## src/rtl/instruction_encoder_pkg.sv

```systemverilog
// Shared constants and helpers for the instruction encoder: opcode values,
// FIFO geometry and the mode-select decode.
package instruction_encoder_pkg;

  localparam logic [1:0]  OP_MODE0   = 2'b00;
  localparam logic [1:0]  OP_MODE1   = 2'b01;
  localparam logic [1:0]  OP_MODE2   = 2'b10;
  localparam logic [1:0]  OP_MODE3   = 2'b11;

  localparam int unsigned FIFO_DEPTH = 4;
  localparam int unsigned OPERAND_W  = 6;
  localparam int unsigned INSTR_W    = OPERAND_W + 2;
  localparam int unsigned PTR_W      = $clog2(FIFO_DEPTH);
  localparam int unsigned CNT_W      = PTR_W + 1;

  function automatic logic is_onehot4(input logic [3:0] m);
    return (m != 4'd0) && ((m & (m - 4'd1)) == 4'd0);
  endfunction

  // Only meaningful when the select is one-hot.
  function automatic logic [1:0] encode_op(input logic [3:0] m);
    logic [1:0] op;
    op = OP_MODE0;
    if (m[1]) op = OP_MODE1;
    if (m[2]) op = OP_MODE2;
    if (m[3]) op = OP_MODE3;
    return op;
  endfunction

endpackage

```

## src/rtl/instruction_encoder_fifo.sv

```systemverilog
// Synchronous FIFO holding encoded instruction words; pointers wrap naturally,
// storage is not cleared by reset, and the head reads as zero when empty.
module instr_fifo
  import instruction_encoder_pkg::*;
#(
  parameter int unsigned WIDTH = INSTR_W,
  parameter int unsigned DEPTH = FIFO_DEPTH
) (
  input  logic                       clk,
  input  logic                       rst,
  input  logic                       push,
  input  logic [WIDTH-1:0]           push_data,
  input  logic                       pop,
  output logic [WIDTH-1:0]           pop_data,
  output logic                       full,
  output logic                       empty,
  output logic [$clog2(DEPTH):0]     count
);

  localparam int unsigned PW = $clog2(DEPTH);
  localparam int unsigned CW = PW + 1;

  logic [WIDTH-1:0] mem_q [DEPTH];
  logic [WIDTH-1:0] mem_d [DEPTH];
  logic [PW-1:0]    wr_ptr_q, wr_ptr_d;
  logic [PW-1:0]    rd_ptr_q, rd_ptr_d;
  logic [CW-1:0]    count_q, count_d;
  logic             do_push, do_pop;

  assign full     = (count_q == CW'(DEPTH));
  assign empty    = (count_q == '0);
  assign count    = count_q;
  assign pop_data = empty ? '0 : mem_q[rd_ptr_q];

  always_comb begin
    do_push  = push && !full;
    do_pop   = pop && !empty;
    mem_d    = mem_q;
    wr_ptr_d = wr_ptr_q;
    rd_ptr_d = rd_ptr_q;
    if (do_push) begin
      mem_d[wr_ptr_q] = push_data;
      wr_ptr_d        = wr_ptr_q + PW'(1);
    end
    if (do_pop) begin
      rd_ptr_d = rd_ptr_q + PW'(1);
    end
    count_d = count_q + CW'(do_push) - CW'(do_pop);
  end

  always_ff @(posedge clk) begin
    if (rst) begin
      wr_ptr_q <= '0;
      rd_ptr_q <= '0;
      count_q  <= '0;
    end else begin
      wr_ptr_q <= wr_ptr_d;
      rd_ptr_q <= rd_ptr_d;
      count_q  <= count_d;
    end
  end

  always_ff @(posedge clk) begin
    mem_q <= mem_d;
  end

endmodule

```

## src/rtl/instruction_encoder.sv

```systemverilog
// Encodes one-hot mode selects plus operand into 8-bit instructions, queues
// them in a 4-deep FIFO, and counts rejected (non-one-hot) requests.
module instruction_encoder
  import instruction_encoder_pkg::*;
(
  input  logic                 clk,
  input  logic                 rst,
  input  logic                 in_valid,
  input  logic                 mode0,
  input  logic                 mode1,
  input  logic                 mode2,
  input  logic                 mode3,
  input  logic [OPERAND_W-1:0] operand,
  output logic                 in_ready,
  output logic                 out_valid,
  output logic [INSTR_W-1:0]   instruction,
  input  logic                 out_ready,
  output logic                 err,
  output logic [7:0]           err_cnt,
  output logic [CNT_W-1:0]     count
);

  logic [3:0]         modes;
  logic               accept, onehot, push, reject, pop;
  logic               full, empty;
  logic [INSTR_W-1:0] enc_word;
  logic               err_q, err_d;
  logic [7:0]         err_cnt_q, err_cnt_d;

  assign modes    = {mode3, mode2, mode1, mode0};
  assign onehot   = is_onehot4(modes);
  assign enc_word = {encode_op(modes), operand};

  // Acceptance depends only on occupancy so out_ready never reaches in_ready.
  assign in_ready  = !full;
  assign accept    = in_valid && in_ready;
  assign push      = accept && onehot;
  assign reject    = accept && !onehot;
  assign out_valid = !empty;
  assign pop       = out_valid && out_ready;

  assign err     = err_q;
  assign err_cnt = err_cnt_q;

  always_comb begin
    err_d     = reject;
    err_cnt_d = err_cnt_q;
    if (reject && (err_cnt_q != '1)) begin
      err_cnt_d = err_cnt_q + 8'd1;
    end
  end

  always_ff @(posedge clk) begin
    if (rst) begin
      err_q     <= 1'b0;
      err_cnt_q <= '0;
    end else begin
      err_q     <= err_d;
      err_cnt_q <= err_cnt_d;
    end
  end

  instr_fifo #(
    .WIDTH (INSTR_W),
    .DEPTH (FIFO_DEPTH)
  ) u_fifo (
    .clk       (clk),
    .rst       (rst),
    .push      (push),
    .push_data (enc_word),
    .pop       (pop),
    .pop_data  (instruction),
    .full      (full),
    .empty     (empty),
    .count     (count)
  );

endmodule

```

## config.mk

```make
export PLATFORM = sky130hd
export DESIGN_NAME = instruction_encoder
export DESIGN_NICKNAME = d
export VERILOG_FILES = /design/src/rtl/instruction_encoder_pkg.sv /design/src/rtl/instruction_encoder_fifo.sv /design/src/rtl/instruction_encoder.sv
export SDC_FILE = /design/constraint.sdc
export NUM_CORES = 1
export LEC_CHECK = 0
export ABC_CLOCK_PERIOD_IN_PS = 2100
export BUFFER_PORTS_ARGS = -buffer_cell sky130_fd_sc_hd__clkbuf_2
export CELL_PAD_IN_SITES_DETAIL_PLACEMENT = 0
export CELL_PAD_IN_SITES_GLOBAL_PLACEMENT = 2
export CORE_MARGIN = 4
export CORE_UTILIZATION = 34
export CTS_CLUSTER_DIAMETER = 100
export DETAILED_ROUTE_END_ITERATION = 10
export PLACE_DENSITY = 0.8
export SYNTH_ARGS = -nofsm -noshare
export SYNTH_HDL_FRONTEND = slang
export SYNTH_SLANG_ARGS = --single-unit
```

## constraint.sdc

```tcl
create_clock -name clk -period 2.1 [get_ports clk]
set_input_delay 0.21 -clock clk [delete_from_list [all_inputs] [get_ports clk]]
set_output_delay 0.21 -clock clk [all_outputs]
set_load 0.05 [all_outputs]
```

==> qor.txt, run 1 <==
Status: complete, no violations
Unique cell type count in the Yosys netlist: 38
Unrepaired setup endpoints after global routing: true
Synthesis-to-finish area growth: 23.4%
Router iterations before antenna repair: 4
Psw: 0.00110 W
Seq/Total Area, Yosys: 60.0%
Wire length of the first global-routing pass: 7440 µm
Synthesized instance count: 155
Setup TNS after final layout: 0 ns
Vias/cell: 5.04
Syn_nets: 177
Crit path DAT: 2.28 ns
Number of buffers and inverters on the critical path: 2
Sw frac: 39.0%
Site Rows: 28
Ys flop type: edfxtp_1
Via count: 1422
Final hold violations: 0
H-Tree Level Count: 2
CTS tree: done
CTS Buf Count: 5
Post-synth EDFFs: 32
Mapped cell area: 2140 µm²
R2R Path Start: u_fifo.count[1]
Most frequent cells in the layout: clkbuf_2, edfxtp_1, buf_4
Hold path startpoint: operand[1]
Core area: 6030 µm²
Pin count of the biggest net entering global routing: 18
DRC: 0
Sequential power share: 39.0%
Lkg Pwr: 0.967 nW
Port Buf Inserts: 35
Tcrit/Tclk final: 99.7%
Placed cell count: 274
Clock sink total: 48
Die W: 87.3 µm
Worst path slowest cell: or3_4
Final Wtd Congestion: 0.767
Fin cells: 282
Worst skew pair latency: 0.30 ns
Crit Path Max Fanout: 2
Max Cap Viol: 0
Total Wirelength: 4320 µm
Gr ovfl total: 0
Peak supply drop: 0.554 mV
HPWL after detailed placement: 3200 µm
Overall Power: 0.00283 W
Int Power: 0.00173 W
Num ports: 36
Post-cts hold buffer count: 0
Crit path cell chain: or3_4 > and2_4 > ha_4 > inv_2 > ha_4 > inv_2 > fa_2 > xor2_2 > xnor2_1 > nor2_1
Yosys warnings: 0
Power density over cell area: 1070 nW/µm²
Vias in the first global route: 1567
Critical Path RT: 2.28 ns
Clock Path Buffers: 2
Clock Power Share: 19.4%
Share of cells above drive strength 1: 40.6%
Critical Path End Type: flip-flop
Worst slew pin tran: 0.591 ns
Clock-pin slew on the worst setup and hold paths: 0.09 ns
Antenna violations before repair: 0
Slew margin rel.: 60.4%
Worst Skew: 0.00986 ns
Final setup fails: 0
Max-slew violations: 0
Worst Setup Start Kind: flip-flop
Die Ht: 87.3 µm
Crit path time final: 2.09 ns
Setup CP Type: flip-flop to flip-flop
# diodes: 0
Crit path launch: u_fifo.count[1]
Most common cell after layout, fill and taps aside: clkbuf_2
Logic pwr share: 41.6%
Overall routing resource usage: 12.9%
Mean Syn Cell Area: 13.8 µm²
Max frequency: 0.478 GHz
Post-DR wirelength/cell: 15.3 µm
Layout Nets: 228
Clock root buffer: clkbuf_8
Buffers inserted during post-CTS setup optimization: 0
Crit path max-delay family: adder cells
DRT antenna net count: 0
Die ar.: 7620 µm²
Worst path max stage delay: 0.38 ns
Synth Register Bits: 48
Starting density of the core: 35.5%
Fraction of registers with async set/reset: 0%
Initial DRC count: 58
Worst hold path type: primary input to flip-flop
kinds of logic after synthesis:
| group | count (synthesis) | synth area share [%] |
|---|---|---|
| flops | 48 | 60.0 |
| simple gates | 46 | 13.3 |
| buf+inv | 15 | 3.16 |
| fa+ha+maj | 8 | 5.03 |
| xor+xnor | 5 | 2.05 |
| compound gates | 24 | 7.38 |
| mux | 9 | 9.13 |
cell type report:
cell class	count	area, µm²
clock inverter	3	23.8
clock buffer	5	68.8
timing repair buffer	52	303
multi-input combinational	92	831
tap	75	93.8
sequential	48	1290
fill	577	3390
inverter	7	26.3
through the flow:
step	instance area, µm²	setup WS [ns]	utilization, %	hold WS (ns)
2_1_floorplan	2180	-0.0511	-	0.309
3_3_place_gp	2530	-0.116	42.0	0.426
3_5_place_dp	2530	-0.180	42.0	0.435
4_1_cts	2640	-0.00134	43.8	0.114
5_1_grt	2640	-0.130	43.8	0.111
6_report	2640	0.00669	43.8	0.125
flip-flops by register name (all words and copies together) (netlist names):
register         cells
u_fifo.rd_ptr_q      2
err_cnt              8
err                  1
u_fifo.wr_ptr_q      2
u_fifo.count         3
u_fifo.mem_q        32
cell usage after synthesis (3+ instances only):
cell type	instances	area (µm²)
nand3_1	6	30.0
dfxtp_1	16	320
ha_1	7	87.6
or3_1	3	18.8
o21ai_0	5	25.0
o31ai_1	4	30.0
xnor2_1	3	26.3
clkbuf_1	3	11.3
and3_1	4	25.0
and2_1	9	56.3
nor2_1	6	22.5
a21oi_1	9	45.0
nand2_1	3	11.3
or4_1	4	30.0
buf_2	3	15.0
edfxtp_1	32	961
mux4_2	8	180
inv_1	7	26.3
power by group through the flow:
| stage | combinational (W) | clock (W) | sequential [W] |
|---|---|---|---|
| 2_1_floorplan | 0.000781 | 0 | 0.00121 |
| 3_3_place_gp | 0.00115 | 0 | 0.00112 |
| 3_5_place_dp | 0.00118 | 0 | 0.00113 |
| 4_1_cts | 0.00120 | 0.000573 | 0.00110 |
| 5_1_grt | 0.00128 | 0.000618 | 0.00111 |
| 6_report | 0.00118 | 0.000549 | 0.00110 |
worst reg2reg max path, stage by stage (launching register included):
cell and delay (ns):
dfxtp_4 0.35, or3_4 0.38, and2_4 0.16, ha_4 0.21
inv_2 0.05, ha_4 0.11, inv_2 0.03, fa_2 0.34
xor2_2 0.16, xnor2_1 0.15, nor2_1 0.05
per-layer routing:
layer | up-vias | track usage, % | part of all wire, %
met3 | 7 | 3.41 | 4.7
met5 | - | 0 | 0
li1 | 685 | - | -
met4 | 0 | 4.60 | 1.2
met2 | 30 | 23.8 | 55
met1 | 700 | 14.0 | 39
path summary, 6_finish.rpt:
path	end	cells past startpoint	slack, ns
max	u_fifo.count[2]	10	0.007
min	u_fifo.mem_q[9]	1	0.13
max reg2reg	u_fifo.count[2]	10	0.007
min reg2reg	err_cnt[7]	2	0.53
repair_timing:
item,in CTS,in global routing
resized for setup,2,0
setup endpoints to repair,1,1
hold endpoints to repair,0,0
pin swaps,2,0
Note: power is estimated with default switching activity, not from simulation.
==> run 2: changes to the inputs <==
--- a/config.mk
+++ b/config.mk
@@ -6,14 +6,14 @@
 export NUM_CORES = 1
 export LEC_CHECK = 0
 export ABC_CLOCK_PERIOD_IN_PS = 2100
-export BUFFER_PORTS_ARGS = -buffer_cell sky130_fd_sc_hd__clkbuf_2
+export BUFFER_PORTS_ARGS = -buffer_cell sky130_fd_sc_hd__buf_2
 export CELL_PAD_IN_SITES_DETAIL_PLACEMENT = 0
 export CELL_PAD_IN_SITES_GLOBAL_PLACEMENT = 2
 export CORE_MARGIN = 4
 export CORE_UTILIZATION = 34
 export CTS_CLUSTER_DIAMETER = 100
 export DETAILED_ROUTE_END_ITERATION = 10
-export PLACE_DENSITY = 0.8
+export PLACE_DENSITY_LB_ADDON = 0.2
 export SYNTH_ARGS = -nofsm -noshare
 export SYNTH_HDL_FRONTEND = slang
 export SYNTH_SLANG_ARGS = --single-unit
==> run 2 against run 1 <==
- the flow now finishes with violations (negative setup slack)
- clock-buffer cell count unchanged
- core utilization increased by 1.6 points
- sequential power about the same
- sequential share of layout area decreased by 1.7 points
- register-to-register slack got worse by 0.03 ns
- die area unchanged
- via count decreased by 0.42%
- hold slack got worse by 0.0012 ns
- cell area increased by 3.6%
==> qor.txt, run 2 (synthesis results as in run 1) <==
Crit path launch: u_fifo.count[1] (unchanged)
Worst Setup Start Kind: flip-flop (unchanged)
Max frequency: 0.471 GHz (was 0.478 GHz)
Max FFs per register: 32 (unchanged)
Clock-pin slew on the worst setup and hold paths: 0.09 ns (about the same)
Die W: 87.3 µm (unchanged)
H-Tree Level Count: 2 (unchanged)
Overall routing resource usage: 11.9% (was 12.9%)
Worst Skew: 0.00846 ns (was 0.00986 ns)
Terminus of the critical flop-to-flop path: u_fifo.count[2] (unchanged)
Core area: 6030 µm² (unchanged)
Worst hold path type: primary input to flip-flop (unchanged)
Slew margin rel.: 60.2% (was 60.4%)
Most common cell after layout, fill and taps aside: buf_2 (was clkbuf_2)
Vias/cell: 4.97 (was 5.04)
Power density over cell area: 1080 nW/µm² (was 1070 nW/µm²)
Crit path max-delay family: adder cells (unchanged)
Via count: 1416 (was 1422)
Lkg Pwr: 1.02 nW (was 0.967 nW)
# diodes: 0 (unchanged)
CTS Buf Count: 5 (unchanged)
Final setup fails: 1 (was 0)
Max Cap Viol: 0 (unchanged)
Router iterations before antenna repair: 4 (unchanged)
Final hold violations: 0 (unchanged)
Post-DR wirelength/cell: 14.8 µm (was 15.3 µm)
Filler Cell Count: 583 (was 577)
Depth of the most critical reg-to-reg path: 10 (unchanged)
Starting density of the core: 35.5% (unchanged)
Tcrit/Tclk final: 101% (was 99.7%)
Worst path max stage delay: 0.38 ns (about the same)
Critical Path RT: 2.28 ns (about the same)
Status: finished with violations (was complete, no violations)
Layout Nets: 231 (was 228)
Worst slew pin tran: 0.595 ns (was 0.591 ns)
Pin count of the biggest net entering global routing: 18 (unchanged)
Port Buf Inserts: 35 (unchanged)
Num ports: 36 (unchanged)
Site Rows: 28 (unchanged)
Wire length of the first global-routing pass: 6980 µm (was 7440 µm)
Clock root buffer: clkbuf_8 (unchanged)
Setup TNS after final layout: -0.0230 ns (was 0 ns)
Total Wirelength: 4230 µm (was 4320 µm)
Cell Area, Placed: 2600 µm² (was 2530 µm²)
Overall Power: 0.00296 W (was 0.00283 W)
WP depth: 10 (unchanged)
Peak supply drop: 0.493 mV (was 0.554 mV)
Final Wtd Congestion: 0.742 (was 0.767)
Vias in the first global route: 1474 (was 1567)
Critical Path End Type: flip-flop (unchanged)
Hold path startpoint: operand[1] (unchanged)
Clock sink total: 48 (unchanged)
Die Ht: 87.3 µm (unchanged)
R2r setup slk: -0.02 ns (was 0.007 ns)
Unrepaired setup endpoints after global routing: true (unchanged)
Top reg by flops: u_fifo.mem_q (unchanged)
Failing checks: negative setup slack
Worst skew pair latency: 0.29 ns (was 0.30 ns)
Crit path cell chain: or3_4 > and2_4 > ha_4 > inv_2 > ha_4 > inv_2 > fa_2 > xor2_2 > xnor2_1 > nor2_1 (unchanged)
DRC: 0 (unchanged)
Initial DRC count: 73 (was 58)
Max-slew violations: 0 (unchanged)
Gr ovfl total: 0 (unchanged)
Clock Path Buffers: 2 (unchanged)
Share of cells above drive strength 1: 41.4% (was 40.6%)
HPWL after detailed placement: 3150 µm (was 3200 µm)
DRT antenna net count: 0 (unchanged)
Most frequent cells in the layout: buf_2, edfxtp_1, buf_4 (was clkbuf_2, edfxtp_1, buf_4)
Final setup margin: -0.0230 ns (was 0.00669 ns)
Finished Cell Area: 2730 µm² (was 2640 µm²)
Synthesis-to-finish area growth: 27.8% (was 23.4%)
Die ar.: 7620 µm² (unchanged)
Crit path time final: 2.12 ns (was 2.09 ns)
Hold_ws: 0.124 ns (was 0.125 ns)
Crit Path Max Fanout: 2 (unchanged)
R2R Path Start: u_fifo.count[1] (unchanged)
Post-cts hold buffer count: 0 (unchanged)
Worst Hold Path Cells: 1 (unchanged)
Crit path DAT: 2.30 ns (was 2.28 ns)
WHS Endpoint: u_fifo.mem_q[17] (was u_fifo.mem_q[9])
CTS tree: done (unchanged)
Antenna violations before repair: 0 (unchanged)
Place WS: -0.213 ns (was -0.180 ns)
Number of buffers and inverters on the critical path: 2 (unchanged)
Worst path slowest cell: or3_4 (unchanged)
Setup CP Type: flip-flop to flip-flop (unchanged)
## run 2: cell count changes in the layout (fill, tap and decap cells not counted), sizes merged
cell / delta
clkbuf: -35
bufinv: +1
clkinvlp: -1
clkinv: -1
inv: +1
buf: +38
## run 2: layout make-up
type | count | area (µm²) | area share, %
Sequential cell | 48 | 1290 | 47.2
Multi-Input combinational cell | 92 | 831 | 30.4
Timing Repair Buffer | 55 | 375 | 13.7
Tap cell | 75 | 93.8 | 3.44
Clock buffer | 5 | 68.8 | 2.52
Clock inverter | 3 | 46.3 | 1.69
Inverter | 7 | 26.3 | 0.962
## run 2: where the power goes
part / switching, W / leakage, nW / total [W] / internal [W]
clock network: 0.000310 / 0.0548 / 0.000669 / 0.000359
logic: 0.000755 / 0.546 / 0.00119 / 0.000438
registers: 0.0000337 / 0.420 / 0.00110 / 0.00107
## run 2: per-layer routing
metal	track usage [%]	wire, µm	up-vias
met5	0	0	-
met4	3.35	51	0
met3	3.50	174	5
met2	19.3	2080	26
met1	15.3	1930	688
li1	-	-	697
## run 2: what timing repair did
item / 4_1_cts / 5_1_grt
hold endpoints to repair: 0 / 0
setup endpoints to repair: 1 / 1
setup buffers: 0 / 0
gates resized for setup: 1 / 1
pin swaps: 1 / 2
## run 2: how the worst max path moves through the flow
stage | endpoint | slack [ns]
after global placement | u_fifo.count[2] | -0.15
after global routing | u_fifo.count[2] | -0.1
after detailed placement | u_fifo.count[2] | -0.21
after CTS | u_fifo.count[2] | -0.03
final | u_fifo.count[2] | -0.02
after floorplan | u_fifo.count[2] | -0.05
## run 2: through the flow
stage | instances | utilization (%)
2_1_floorplan | 155 | -
3_3_place_gp | 277 | 43.2
3_5_place_dp | 277 | 43.2
4_1_cts | 285 | 45.2
5_1_grt | 285 | 45.3
6_report | 285 | 45.3
